--- config.mk ---
export PLATFORM = sky130hd
export DESIGN_NAME = gpu_blitter
export DESIGN_NICKNAME = d
export VERILOG_FILES = /design/src/rtl/gpu_blitter.sv
export SDC_FILE = /design/constraint.sdc
export NUM_CORES = 1
export LEC_CHECK = 0
export ABC_AREA = 1
export BUFFER_PORTS_ARGS = -buffer_cell sky130_fd_sc_hd__clkbuf_2
export CAP_MARGIN = 20
export CORE_UTILIZATION = 29
export CTS_BUF_LIST = sky130_fd_sc_hd__clkbuf_2 sky130_fd_sc_hd__clkbuf_4 sky130_fd_sc_hd__clkbuf_8
export DETAILED_ROUTE_END_ITERATION = 10
export SLEW_MARGIN = 20
export SYNTH_ARGS = -nofsm -noshare
export SYNTH_HDL_FRONTEND = slang
export SYNTH_SLANG_ARGS = --single-unit
--- constraint.sdc ---
create_clock -name clk -period 2.1 [get_ports clk]
set_clock_uncertainty 0.1 [all_clocks]
set_input_delay 0.42 -clock clk [delete_from_list [all_inputs] [get_ports clk]]
set_output_delay 0.42 -clock clk [all_outputs]
set_load 0.01 [all_outputs]
--- src/rtl/gpu_blitter.sv ---
// CLEAR / XOR-sprite DRAW engine for a byte-packed 1bpp framebuffer in shared memory.
// Optional build macro GPU_BLIT_ROWCOUNT_EN adds the gpu_collision_rows output.
`timescale 1ns/1ps
module gpu_blitter #(
    parameter int FB_WIDTH  = 64,
    parameter int FB_HEIGHT = 32,
    parameter int FB_BASE   = 'h100,
    parameter int ADDR_W    = 12
) (
    input  logic              clk,
    input  logic              rst_n,
    input  logic [3:0]        gpu_cmd,
    input  logic              gpu_cmd_submitted,
    input  logic [ADDR_W-1:0] gpu_draw_offset,
    input  logic [3:0]        gpu_draw_length,
    input  logic [7:0]        gpu_draw_x,
    input  logic [7:0]        gpu_draw_y,
    input  logic              gpu_clip_mode,
    output logic              gpu_ready,
    output logic              gpu_done,
    output logic              gpu_collision,
`ifdef GPU_BLIT_ROWCOUNT_EN
    output logic [4:0]        gpu_collision_rows,
`endif
    output logic              gpu_mem_read,
    output logic [ADDR_W-1:0] gpu_mem_read_addr,
    input  logic [7:0]        gpu_mem_read_data,
    input  logic              gpu_mem_read_ack,
    output logic              gpu_mem_write,
    output logic [ADDR_W-1:0] gpu_mem_write_addr,
    output logic [7:0]        gpu_mem_write_data
);

    localparam logic [3:0] GPU_CMD_CLEAR = 4'h0;
    localparam logic [3:0] GPU_CMD_DRAW  = 4'h1;

    localparam int STRIDE   = FB_WIDTH / 8;
    localparam int FB_BYTES = STRIDE * FB_HEIGHT;

    localparam logic [ADDR_W-1:0] BASE     = ADDR_W'(FB_BASE);
    localparam logic [7:0]        X_MASK   = 8'(FB_WIDTH - 1);
    localparam logic [7:0]        Y_MASK   = 8'(FB_HEIGHT - 1);
    localparam logic [7:0]        LAST_COL = 8'(STRIDE - 1);
    localparam logic [15:0]       CLR_LAST = 16'(FB_BYTES - 1);

    typedef enum logic [3:0] {
        S_IDLE, S_DECODE, S_CLEAR, S_FETCH, S_WAIT_SPR,
        S_RD_L, S_RD_R, S_WR_L, S_WR_R, S_NEXT, S_FINISH
    } state_t;

    state_t            state_reg;
    logic [3:0]        cmd_reg;
    logic [ADDR_W-1:0] offset_reg;
    logic [3:0]        len_reg;
    logic [7:0]        x_reg;
    logic [7:0]        y_reg;
    logic              clip_reg;
    logic [7:0]        x0_reg;
    logic [7:0]        y0_reg;
    logic [2:0]        shift_reg;
    logic [3:0]        row_reg;
    logic [15:0]       line_reg;
    logic [ADDR_W-1:0] left_addr_reg;
    logic [ADDR_W-1:0] right_addr_reg;
    logic              right_used_reg;
    logic              row_hit_reg;
    logic [15:0]       clr_cnt_reg;

    logic [8:0]        y_full;
    logic [8:0]        y_wrap;
    logic              y_clipped;
    logic [7:0]        col_l;
    logic              right_edge;
    logic [ADDR_W-1:0] row_base;
    logic [ADDR_W-1:0] left_addr;
    logic [ADDR_W-1:0] right_addr;
    logic              right_needed;
    logic              ack_ok;

    assign gpu_ready = (state_reg == S_IDLE);
    // An ack coinciding with our own request strobe cannot belong to it.
    assign ack_ok = gpu_mem_read_ack && !gpu_mem_read;

    // Row/column addressing for the current sprite row.
    always_comb begin
        y_full       = {1'b0, y0_reg} + {5'b0, row_reg};
        y_wrap       = y_full & {1'b0, Y_MASK};
        y_clipped    = clip_reg && (y_full >= 9'(FB_HEIGHT));
        col_l        = {3'b000, x0_reg[7:3]};
        right_edge   = (col_l == LAST_COL);
        row_base     = BASE + ADDR_W'(32'(y_wrap) * STRIDE);
        left_addr    = row_base + ADDR_W'(col_l);
        right_addr   = right_edge ? row_base : left_addr + ADDR_W'(1);
        right_needed = (shift_reg != 3'd0) && !(right_edge && clip_reg);
    end

    always_ff @(posedge clk or negedge rst_n) begin
        if (!rst_n) begin
            state_reg          <= S_IDLE;
            cmd_reg            <= '0;
            offset_reg         <= '0;
            len_reg            <= '0;
            x_reg              <= '0;
            y_reg              <= '0;
            clip_reg           <= 1'b0;
            x0_reg             <= '0;
            y0_reg             <= '0;
            shift_reg          <= '0;
            row_reg            <= '0;
            line_reg           <= '0;
            left_addr_reg      <= '0;
            right_addr_reg     <= '0;
            right_used_reg     <= 1'b0;
            row_hit_reg        <= 1'b0;
            clr_cnt_reg        <= '0;
            gpu_done           <= 1'b0;
            gpu_collision      <= 1'b0;
`ifdef GPU_BLIT_ROWCOUNT_EN
            gpu_collision_rows <= '0;
`endif
            gpu_mem_read       <= 1'b0;
            gpu_mem_read_addr  <= '0;
            gpu_mem_write      <= 1'b0;
            gpu_mem_write_addr <= '0;
            gpu_mem_write_data <= '0;
        end else begin
            gpu_mem_read  <= 1'b0;
            gpu_mem_write <= 1'b0;
            gpu_done      <= 1'b0;
            case (state_reg)
                S_IDLE: begin
                    if (gpu_cmd_submitted) begin
                        cmd_reg    <= gpu_cmd;
                        offset_reg <= gpu_draw_offset;
                        len_reg    <= gpu_draw_length;
                        x_reg      <= gpu_draw_x;
                        y_reg      <= gpu_draw_y;
                        clip_reg   <= gpu_clip_mode;
                        state_reg  <= S_DECODE;
`ifdef GPU_BLIT_ROWCOUNT_EN
                        if (gpu_cmd == GPU_CMD_DRAW) gpu_collision_rows <= '0;
`endif
                    end
                end
                S_DECODE: begin
                    if (cmd_reg == GPU_CMD_CLEAR) begin
                        clr_cnt_reg <= '0;
                        state_reg   <= S_CLEAR;
                    end else if (cmd_reg == GPU_CMD_DRAW) begin
                        gpu_collision <= 1'b0;
                        x0_reg        <= x_reg & X_MASK;
                        y0_reg        <= y_reg & Y_MASK;
                        shift_reg     <= x_reg[2:0];
                        row_reg       <= '0;
                        if (len_reg == 4'd0) begin
                            gpu_done  <= 1'b1;
                            state_reg <= S_FINISH;
                        end else begin
                            state_reg <= S_FETCH;
                        end
                    end else begin
                        gpu_done  <= 1'b1;
                        state_reg <= S_FINISH;
                    end
                end
                S_CLEAR: begin
                    gpu_mem_write      <= 1'b1;
                    gpu_mem_write_addr <= BASE + ADDR_W'(clr_cnt_reg);
                    gpu_mem_write_data <= 8'h00;
                    clr_cnt_reg        <= clr_cnt_reg + 16'd1;
                    if (clr_cnt_reg == CLR_LAST) begin
                        gpu_done  <= 1'b1;
                        state_reg <= S_FINISH;
                    end
                end
                S_FETCH: begin
                    gpu_mem_read      <= 1'b1;
                    gpu_mem_read_addr <= offset_reg + ADDR_W'(row_reg);
                    state_reg         <= S_WAIT_SPR;
                end
                S_WAIT_SPR: begin
                    if (ack_ok) begin
                        line_reg    <= {gpu_mem_read_data, 8'h00} >> shift_reg;
                        row_hit_reg <= 1'b0;
                        if (y_clipped) begin
                            gpu_done  <= 1'b1;
                            state_reg <= S_FINISH;
`ifdef GPU_BLIT_ROWCOUNT_EN
                            // Rows falling off the bottom count as collided rows.
                            gpu_collision_rows <= gpu_collision_rows + {1'b0, len_reg - row_reg};
                            gpu_collision      <= 1'b1;
`endif
                        end else begin
                            gpu_mem_read      <= 1'b1;
                            gpu_mem_read_addr <= left_addr;
                            left_addr_reg     <= left_addr;
                            right_addr_reg    <= right_addr;
                            right_used_reg    <= right_needed;
                            state_reg         <= S_RD_L;
                        end
                    end
                end
                S_RD_L: begin
                    if (ack_ok) begin
                        line_reg[15:8] <= line_reg[15:8] ^ gpu_mem_read_data;
                        if (|(gpu_mem_read_data & line_reg[15:8])) begin
                            gpu_collision <= 1'b1;
                            row_hit_reg   <= 1'b1;
                        end
                        if (right_used_reg) begin
                            gpu_mem_read      <= 1'b1;
                            gpu_mem_read_addr <= right_addr_reg;
                            state_reg         <= S_RD_R;
                        end else begin
                            state_reg <= S_WR_L;
                        end
                    end
                end
                S_RD_R: begin
                    if (ack_ok) begin
                        line_reg[7:0] <= line_reg[7:0] ^ gpu_mem_read_data;
                        if (|(gpu_mem_read_data & line_reg[7:0])) begin
                            gpu_collision <= 1'b1;
                            row_hit_reg   <= 1'b1;
                        end
                        state_reg <= S_WR_L;
                    end
                end
                S_WR_L: begin
                    gpu_mem_write      <= 1'b1;
                    gpu_mem_write_addr <= left_addr_reg;
                    gpu_mem_write_data <= line_reg[15:8];
                    state_reg          <= right_used_reg ? S_WR_R : S_NEXT;
                end
                S_WR_R: begin
                    gpu_mem_write      <= 1'b1;
                    gpu_mem_write_addr <= right_addr_reg;
                    gpu_mem_write_data <= line_reg[7:0];
                    state_reg          <= S_NEXT;
                end
                S_NEXT: begin
                    row_reg <= row_reg + 4'd1;
`ifdef GPU_BLIT_ROWCOUNT_EN
                    if (row_hit_reg) gpu_collision_rows <= gpu_collision_rows + 5'd1;
`endif
                    if (row_reg + 4'd1 == len_reg) begin
                        gpu_done  <= 1'b1;
                        state_reg <= S_FINISH;
                    end else begin
                        state_reg <= S_FETCH;
                    end
                end
                S_FINISH: state_reg <= S_IDLE;
                default:  state_reg <= S_IDLE;
            endcase
        end
    end

endmodule

==> results of run 1 <==
what timing repair did:
action,CTS,global route
setup buffers,1,0
setup endpoints to repair,1,18
hold endpoints to repair,43,0
hold buffers,1,0
pin swaps,1,2
cloned,0,0
gates resized for setup,2,14
Yosys cell counts (all sizes together), types with 2 or more instances:
master and count:
a21oi 52, a22oi 6, buf 17, clkbuf 7
dfrtp 139, fa 2, ha 30, inv 131
mux2 16, nand2 258, nand3 73, nand3b 3
nand4 10, nor2 100, nor3 7, o2111ai 2
o211ai 8, o21ai 86, o221ai 3, o22ai 18
or2 3, xnor2 3, xor2 3
where the power goes:
group          total [uW]  internal [uW]  switching, uW
clock                2330           1260           1070
combinational        5380           2050           3330
sequential           4520           3740            783
total               12200           7050           5180
layout make-up:
| cell class | instances | area [um2] |
|---|---|---|
| clock buffer | 21 | 277 |
| multi-input combinational | 687 | 3620 |
| fill | 2781 | 16800 |
| clock inverter | 10 | 141 |
| tap | 335 | 419 |
| timing repair buffer | 122 | 766 |
| sequential | 139 | 3480 |
| inverter | 131 | 494 |
how the worst min path moves through the flow:
stage	from	cells after the start	end
6_report	gpu_draw_offset[0]	2	offset_reg[0]$_DFFE_PN0P_
5_1_grt	gpu_draw_offset[0]	2	offset_reg[0]$_DFFE_PN0P_
4_1_cts	gpu_draw_offset[0]	2	offset_reg[0]$_DFFE_PN0P_
3_5_place_dp	rst_n	1	gpu_mem_write_data[3]$_DFFE_PN0P_
3_3_place_gp	rst_n	1	line_reg[3]$_DFFE_PN0P_
2_1_floorplan	rst_n	0	clip_reg$_DFFE_PN0P_
kinds of logic after synthesis:
group / after synthesis
compound gates: 179
flops: 139
buf+inv: 155
fa+ha+maj: 32
mux: 16
simple gates: 454
xor+xnor: 6
per-stage QoR:
stage	setup TNS, ns	total power [uW]	setup WS, ns	instance area [um2]	std cells
2_1_floorplan	0	7970	0.0827	7680	981
3_3_place_gp	0	9800	0.0691	8720	1412
3_5_place_dp	0	9890	0.0615	8720	1412
4_1_cts	0	12300	0.0337	9160	1445
5_1_grt	-0.00403	13400	-0.00403	9190	1445
6_report	0	12200	0.0803	9190	1445
metal layers:
layer | GRT usage | wire, um | up-vias
li1 | - | - | 3449
met1 | 0.223 | 9830 | 3114
met2 | 0.255 | 9250 | 160
met3 | 0.0274 | 933 | 31
met4 | 0.0617 | 476 | 0
met5 | 0 | 0 | -
critical path, cell delays in order (launching register included):
cell and delay, ns:
dfrtp_1 0.43, nor2_2 0.19, inv_2 0.08, nor2_4 0.15, clkbuf_2 0.19
==> results_dict.tcl, run 1 <==
set metrics [dict create \
    outcome "finished clean" \
    synth_top_family_by_area "simple AND/OR/NAND/NOR gates" \
    coreArea_mm2 0.0260 \
    synth_simple_gate_area_frac 0.252 \
    post_drt_via_cell_ratio 4.67 \
    maxSlewHeadroom 0.658 \
    dr.pass1.iters 5 \
    finalCriticalPeriod_ns 2.02 \
    cts_buffer_depth 2 \
    port-buffer-count 80 \
    numCtsBuffers 17 \
    ys_seq_area_frac 0.453 \
    rows 59 \
    cts.clk_slew.worst_paths_ns 0.09 \
    r2r-end "right_addr_reg[7]$_DFFE_PN0P_" \
    async_flop_share 1.00 \
    worst_skew_pair.late_latency_ns 0.47 \
    final_hold_viol_count 0 \
    leakage_uw 0.00457 \
    cp_data_arrival_time_ns 1.50 \
    die_area_mm2 0.0271 \
    required_ns 1.58 \
    synth_cells 981 \
    die_w_um 165 \
    drv_cap 0 \
    grt_max_degree 50 \
    synth-compound-area-share 0.130 \
    pin_count 86 \
    synth_xor_area_frac 0.00684 \
    final_common_cell "nand2_1" \
    critPathMaxFanout 4 \
    area_growth_pct 19.7 \
    ys_seq_elements 139 \
    utilization 0.354 \
    end_kind "output port" \
    startpoint "state_reg[2]$_DFFE_PN0P_" \
    synth_area_mm2 0.00768 \
    setup_violations 0 \
    grt_overflow 0 \
    yosys.area.top_type_share 0.453 \
    drc 0 \
    hp-class "in -> reg" \
    htree_levels 4 \
    synth_top_area_cell "dfrtp_1" \
    root_buffer "clkbuf_8" \
    chipHeight_um 165 \
    netlist-cell-type-count 38 \
    nNetsFinal 1179 \
    synth_edf_count 0 \
    max_freq_mhz 495 \
    power_density_mw_per_mm2 1330 \
    totalWireLength_um 20500 \
    synth.mux.area_fraction 0.0235 \
    ff2ff_path_depth 7 \
    antenna_found_initial 0 \
    clock-sinks 139 \
    grt_pass1_vias 6561 \
    reg2reg_slack_ns 0.08 \
    path_class "reg -> out" \
    hpwl_um 15900 \
    grt_pass1_wl_um 34000 \
    ys.flop_type "dfrtp_1" \
    vias 6754 \
    holdWs_ns 0.0611 \
    initial_utilization 0.296 \
    tritoncts "done" \
    final_cell_mix "nand2_1 (246), dfrtp_1 (138), inv_1 (114)" \
    synth_fa_ha_area_frac 0.0541 \
    r2r_start "row_reg[0]$_DFFE_PN0P_" \
    place_congestion 0.909 \
    diodes 0 \
    worst_setup_path_start_kind "register" \
    worst_pin_slew_ns 0.513 \
    endpoint "gpu_ready" \
    wire_per_inst_um 14.2 \
    avgSynthCellArea_um2 7.83 \
    slew_viol_final 0 \
    drive_gt1_frac 0.185 \
    postRouteAntennaNets 0 \
    synth.area.top_cells "dfrtp_1 (45%), nand2_1 (12%), inv_1 (5.6%)" \
    synth_nets 1062 \
    peakVddDrop_v 0.000427 \
    globalRouteTotalUtil 0.163 \
    yosys_warnings 0 \
    first_iter_violations 379 \
    fin_crit_sh 0.962 \
]
No activity file was read; power rests on OpenSTA's default activity.
==> inputs of run 2 (changes only) <==
Settings changed: ABC_AREA 1 to unset, REMOVE_ABC_BUFFERS set to 1.
==> run 2 against run 1 <==
Against the previous run:
- the run now ends with setup timing left
- clock power shrank 3%
- synthesized cell count shrank 25%
- sequential share of layout area shrank 0.25 points
- design area grew 0.67%
- die area shrank 3.5%
- fmax shrank 4.5%
- critical path depth shrank 1
- combinational power shrank 97%
- wire length shrank 3.8%
- utilization grew 1.5 points
- flip-flop and latch count is the same
- critical path type unchanged
- critical endpoint unchanged
- largest cell class unchanged
==> results_dict.tcl, run 2 <==
set metrics [dict create \
    worst-path-stages 3 \
    cp_cell_sequence "buf_6 > nor4_4 > buf_2" \
    fin_crit_sh 1.01 \
    combPwrFrac 0.036 \
    maxSlewHeadroom 0.560 \
    ys_seq_elements 139 \
    ys_seq_area_frac 0.469 \
    antenna_found_initial 0 \
    final_common_cell "dfrtp_1" \
    path_class "reg -> out" \
    drive_gt1_frac 0.310 \
    yosys.area.top_type_share 0.469 \
    nNetsFinal 946 \
    cpMaxStageDelayCell "dfrtp_1" \
    pwr-share-clk 0.442 \
    root_buffer "clkbuf_8" \
    yosysMostFrequentCell "dfrtp_1" \
    synth.area.top_cells "dfrtp_1 (47%), mux2_2 (6.4%), ha_1 (5.1%)" \
    grt_pass1_vias 5872 \
    wire_per_inst_um 16.3 \
    tritoncts "done" \
    area_growth_pct 24.9 \
    worst_setup_path_start_kind "register" \
    totalWireLength_um 19700 \
    synth_cells 733 \
    grt_pass1_wl_um 31700 \
    synth_top_area_cell "dfrtp_1" \
    startpoint "state_reg[0]$_DFFE_PN0P_" \
    yosys_warnings 0 \
    die_w_um 162 \
    place_congestion 0.865 \
    critPathMaxFanout 12 \
    rsz0062_at_grt "true" \
    post_drt_via_cell_ratio 5.01 \
    endpoint "gpu_ready" \
    finalCriticalPeriod_ns 2.12 \
    max_stage_delay_ns 0.43 \
    fin_ws_ns -0.0151 \
    power_density_mw_per_mm2 556 \
    clock-sinks 139 \
    cpLargestDelayFamily "flip-flops" \
    drc 0 \
    first_iter_violations 482 \
    final_hold_viol_count 0 \
    pre_cts_ws_ns -0.118 \
    port-buffer-count 80 \
    vias 6049 \
    p_switching_uw 1250 \
    setup_tns_ns -0.0151 \
    hpwl_um 14600 \
    drv_cap 0 \
    pin_count 86 \
    r2r-end "gpu_mem_read_addr[0]$_DFFE_PN0P_" \
    avgSynthCellArea_um2 10.1 \
    slew_viol_final 0 \
    ys_top_cells_by_count "dfrtp_1 (139), nand2_1 (90), o21ai_0 (54)" \
    ff2ff_path_depth 6 \
    r2r_start "state_reg[0]$_DFFE_PN0P_" \
    peakVddDrop_v 0.000351 \
    required_ns 1.58 \
    worst_skew_pair.late_latency_ns 0.46 \
    switching_share 0.243 \
    rows 58 \
    grt_max_degree 38 \
    initial_utilization 0.295 \
    synth_edf_count 0 \
    htree_levels 4 \
    crit_buf_inv 2 \
    max_freq_mhz 473 \
    async_flop_share 1.00 \
    cp_data_arrival_time_ns 1.60 \
    synth_area_mm2 0.00741 \
    hp-class "in -> reg" \
    chipHeight_um 162 \
    cts_buffer_depth 2 \
    cts.clk_slew.worst_paths_ns 0.09 \
    netlist-cell-type-count 64 \
    grt_overflow 0 \
    globalRouteTotalUtil 0.156 \
    violations "setup timing" \
    dr.pass1.iters 7 \
    diodes 0 \
    worst_pin_slew_ns 0.660 \
    final_cell_mix "dfrtp_1 (138), nand2_1 (90), clkbuf_2 (78)" \
    setup_violations 1 \
    ys.flop_type "dfrtp_1" \
    reg2reg_slack_ns 0.03 \
    die_area_mm2 0.0262 \
    leakage_uw 0.00433 \
    numCtsBuffers 17 \
    postRouteAntennaNets 0 \
    coreArea_mm2 0.0251 \
    p_int_uw 3900 \
    outcome "complete, but fails checks" \
    p_seq_frac 0.523 \
    end_kind "output port" \
]
-- run 2: cell count changes after synthesis, sizes merged, moves of 15 or more --
cell,delta
mux2,+33
nor2,-54
inv,-103
nand3,-43
clkbuf,+18
a31oi,+15
nand2,-168
o21ai,-30
-- run 2: kinds of logic after synthesis --
logic type / Yosys count / share of synthesized area
AO/OA/AOI/OAI: 176 / 0.148
XOR/XNOR: 23 / 0.0292
adder cells (fa/ha/maj): 32 / 0.0561
buffers and inverters: 66 / 0.0380
flip-flops: 139 / 0.469
multiplexers: 65 / 0.108
AND/OR/NAND/NOR: 232 / 0.151
-- run 2: worst min path at each step --
stage | startpoint | endpoint | slack (ns) | cells past startpoint
floorplan | rst_n | clip_reg$_DFFE_PN0P_ | 0.02 | 0
global placement | rst_n | x_reg[3]$_DFFE_PN0P_ | 0.24 | 1
detailed placement | rst_n | x_reg[3]$_DFFE_PN0P_ | 0.24 | 1
CTS | gpu_draw_x[3] | x_reg[3]$_DFFE_PN0P_ | 0.06 | 2
global route | gpu_draw_y[0] | y_reg[0]$_DFFE_PN0P_ | 0.06 | 2
finish | gpu_draw_offset[2] | offset_reg[2]$_DFFE_PN0P_ | 0.08 | 2
-- run 2: layout make-up --
| class | count | area, um2 |
|---|---|---|
| Sequential cell | 139 | 3480 |
| Multi-Input combinational cell | 528 | 3810 |
| Inverter | 28 | 105 |
| Tap cell | 330 | 413 |
| Timing Repair Buffer | 151 | 1040 |
| Clock inverter | 12 | 139 |
| Fill cell | 2558 | 15900 |
| Clock buffer | 20 | 269 |
-- run 2: through the flow --
stage	hold slack (ns)	util	area, um2	cells	total power [uW]
CTS	0.0584	0.365	9160	1208	5210
global route	0.0599	0.369	9250	1208	5370
floorplan	0.0244	-	7230	695	2790
detailed placement	0.237	0.345	8660	1175	2930
finish	0.0819	0.369	9250	1208	5150
global placement	0.238	0.345	8660	1175	2930
-- run 2: per-layer routing --
| metal | track usage | wire length (um) | part of all wire |
|---|---|---|---|
| met1 | 0.213 | 9120 | 0.46 |
| met2 | 0.252 | 9420 | 0.48 |
| met3 | 0.0296 | 944 | 0.048 |
| met4 | 0.0442 | 223 | 0.011 |
| met5 | 0 | 0 | 0 |
-- run 2: repair_timing --
item                                    CTS  global route
hold buffers                              1             0
endpoints found under the setup margin   60            54
gates resized for setup                  15            27
gates cloned                              0             0
buffers inserted                          1             0
hold endpoints to repair                 31             0
pin swaps                                 1             4
-- run 2: power groups by stage --
stage	clock network, uW	registers [uW]	logic [uW]
4_1_cts	2330	2690	190
3_3_place_gp	0	2740	185
2_1_floorplan	0	2740	49.9
3_5_place_dp	0	2740	188
5_1_grt	2470	2690	212
6_report	2270	2690	185
-- run 2: worst reg2reg max path: stages (launching register included) --
cell and delay (ns):
dfrtp_1 0.42, buf_6 0.22, nand2_1 0.14, or3_1 0.41
a31oi_2 0.17, buf_6 0.16, mux2_2 0.34
==> inputs of run 3 (changes only) <==
--- a/config.mk
+++ b/config.mk
@@ -13,2 +13,3 @@
 export REMOVE_ABC_BUFFERS = 1
+export SETUP_SLACK_MARGIN = 0.02
 export SLEW_MARGIN = 20
==> constraint.sdc (replaced) <==
create_clock -name clk -period 2.1 [get_ports clk]
set_clock_uncertainty 0.1 [all_clocks]
set_input_delay 0.315 -clock clk [delete_from_list [all_inputs] [get_ports clk]]
set_output_delay 0.315 -clock clk [all_outputs]
set_load 0.01 [all_outputs]
==> run 3 against run 2 <==
Against the previous run:
- critical path type is now reg -> reg
- flip-flop and latch count did not move
- wire length barely moved
- highest routed layer unchanged
- final cell count rose by 2.9%
- die area did not move
- register-to-register slack barely moved
- design area rose by 4.7%
- clock power fell by 4%
- the flow now finishes without violations
- worst setup slack improved by 0.038 ns
- power fell by 0.78%
==> results_dict.tcl, run 3 (synthesis results as in run 2) <==
set metrics [dict create \
    end_kind "register" \
    place_congestion 0.827 \
    wire_per_inst_um 15.8 \
    drive_gt1_frac 0.312 \
    dpl-instance-area_mm2 0.00869 \
    pin_count 86 \
    initial_utilization 0.295 \
    grt_overflow 0 \
    path_class "reg -> reg" \
    die_area_mm2 0.0262 \
    rsz0062_at_grt "true" \
    maxSlewHeadroom 0.569 \
    globalRouteTotalUtil 0.159 \
    ff2ff_path_depth 4 \
    clock-sinks 139 \
    postRouteAntennaNets 0 \
    area_growth_pct 30.7 \
    die_w_um 162 \
    chipHeight_um 162 \
    outcome "finished clean" \
    setup_violations 0 \
    leakage_uw 0.00449 \
    final_cell_mix "dfrtp_1 (136), nand2_1 (90), clkbuf_2 (78)" \
    finalCriticalPeriod_ns 2.08 \
    peakVddDrop_v 0.000363 \
    numCtsBuffers 17 \
    root_buffer "clkbuf_8" \
    port-buffer-count 80 \
    holdWs_ns 0.218 \
    hpwl_um 14500 \
    power_density_mw_per_mm2 527 \
    grt_max_degree 40 \
    nNetsFinal 981 \
    required_ns 2.34 \
    diodes 0 \
    final_common_cell "dfrtp_1" \
    startpoint "state_reg[2]$_DFFE_PN0P_" \
    rows 58 \
    slew_viol_final 0 \
    grt_pass1_wl_um 32400 \
    r2r_start "state_reg[2]$_DFFE_PN0P_" \
    critPathMaxFanout 10 \
    max_freq_mhz 481 \
    final_hold_viol_count 0 \
    tritoncts "done" \
    cts_buffer_depth 2 \
    setup_tns_ns 0 \
    grt_pass1_vias 6068 \
    drv_cap 0 \
    totalWireLength_um 19700 \
    utilization 0.386 \
    worst_skew_pair.late_latency_ns 0.46 \
    cp_data_arrival_time_ns 2.32 \
    vias 6186 \
    final_area_mm2 0.00969 \
    fin_crit_sh 0.989 \
    post_drt_via_cell_ratio 4.98 \
    hp-class "in -> async" \
    reg2reg_slack_ns 0.02 \
    antenna_found_initial 0 \
    htree_levels 4 \
    first_iter_violations 523 \
    endpoint "y0_reg[1]$_DFFE_PN0P_" \
    drc 0 \
    worst_pin_slew_ns 0.647 \
    r2r-end "y0_reg[1]$_DFFE_PN0P_" \
    dr.pass1.iters 6 \
    coreArea_mm2 0.0251 \
    worst_setup_path_start_kind "register" \
    cts.clk_slew.worst_paths_ns 0.09 \
]
==> run 3: changes by cell type in the layout (fill, tap and decap cells not counted), sizes merged <==
cell / change
clkinvlp: -2
clkinv: +4
inv: -1
dlygate4sd3: +32
clkbuf: -1
buf: +3
==> run 3: how the worst min path moves through the flow <==
stage | end | slack, ns | cells past startpoint
after floorplan | clip_reg$_DFFE_PN0P_ | -0.08 | 0
after global placement | x_reg[3]$_DFFE_PN0P_ | 0.15 | 1
after detailed placement | x_reg[3]$_DFFE_PN0P_ | 0.15 | 1
after CTS | line_reg[0]$_DFFE_PN0P_ | 0.19 | 4
after global routing | x_reg[3]$_DFFE_PN0P_ | 0.22 | 2
final | x_reg[3]$_DFFE_PN0P_ | 0.22 | 2
==> run 3: where the power goes <==
part / total (uW) / internal [uW] / switching [uW]
combinational: 234 / 114 / 120
clock: 2180 / 1090 / 1090
sequential: 2690 / 2680 / 7.57
total: 5110 / 3890 / 1220
==> run 3: critical path, stage by stage, from the launching register on <==
cell	delay [ns]
dfrtp_1	0.40
or4b_4	0.53
or3_4	0.46
buf_12	0.17
mux2_4	0.29
==> run 3: what timing repair did <==
item                                   in CTS  in global routing
buffers inserted                            0                  3
pin swaps                                   1                 12
hold buffers                               33                  0
endpoints found under the hold margin      97                  0
resized for setup                          18                 42
setup endpoints to repair                  68                 67
==> run 3: per-layer routing <==
| metal | vias to the layer above | GRT usage | share of wire |
|---|---|---|---|
| li1 | 3005 | - | - |
| met1 | 3044 | 0.214 | 0.46 |
| met2 | 123 | 0.254 | 0.48 |
| met3 | 14 | 0.0388 | 0.043 |
| met4 | 0 | 0.0437 | 0.010 |
| met5 | - | 0 | 0 |
==> run 3: through the flow <==
step	setup WS, ns	total power, uW	cells
CTS	0.0120	5180	1240
floorplan	-0.776	2790	695
detailed placement	-0.102	2930	1175
finish	0.0225	5110	1243
global placement	-0.120	2930	1175
global route	-0.0543	5340	1243
==> run 3: final cells by class <==
class,instances,area [um2]
well taps,330,413
inverters,28,105
clock buffers,19,249
multi-input cells,528,3870
repair buffers,186,1420
flip-flops and latches,139,3480
fillers,2553,15400
clock inverters,13,146
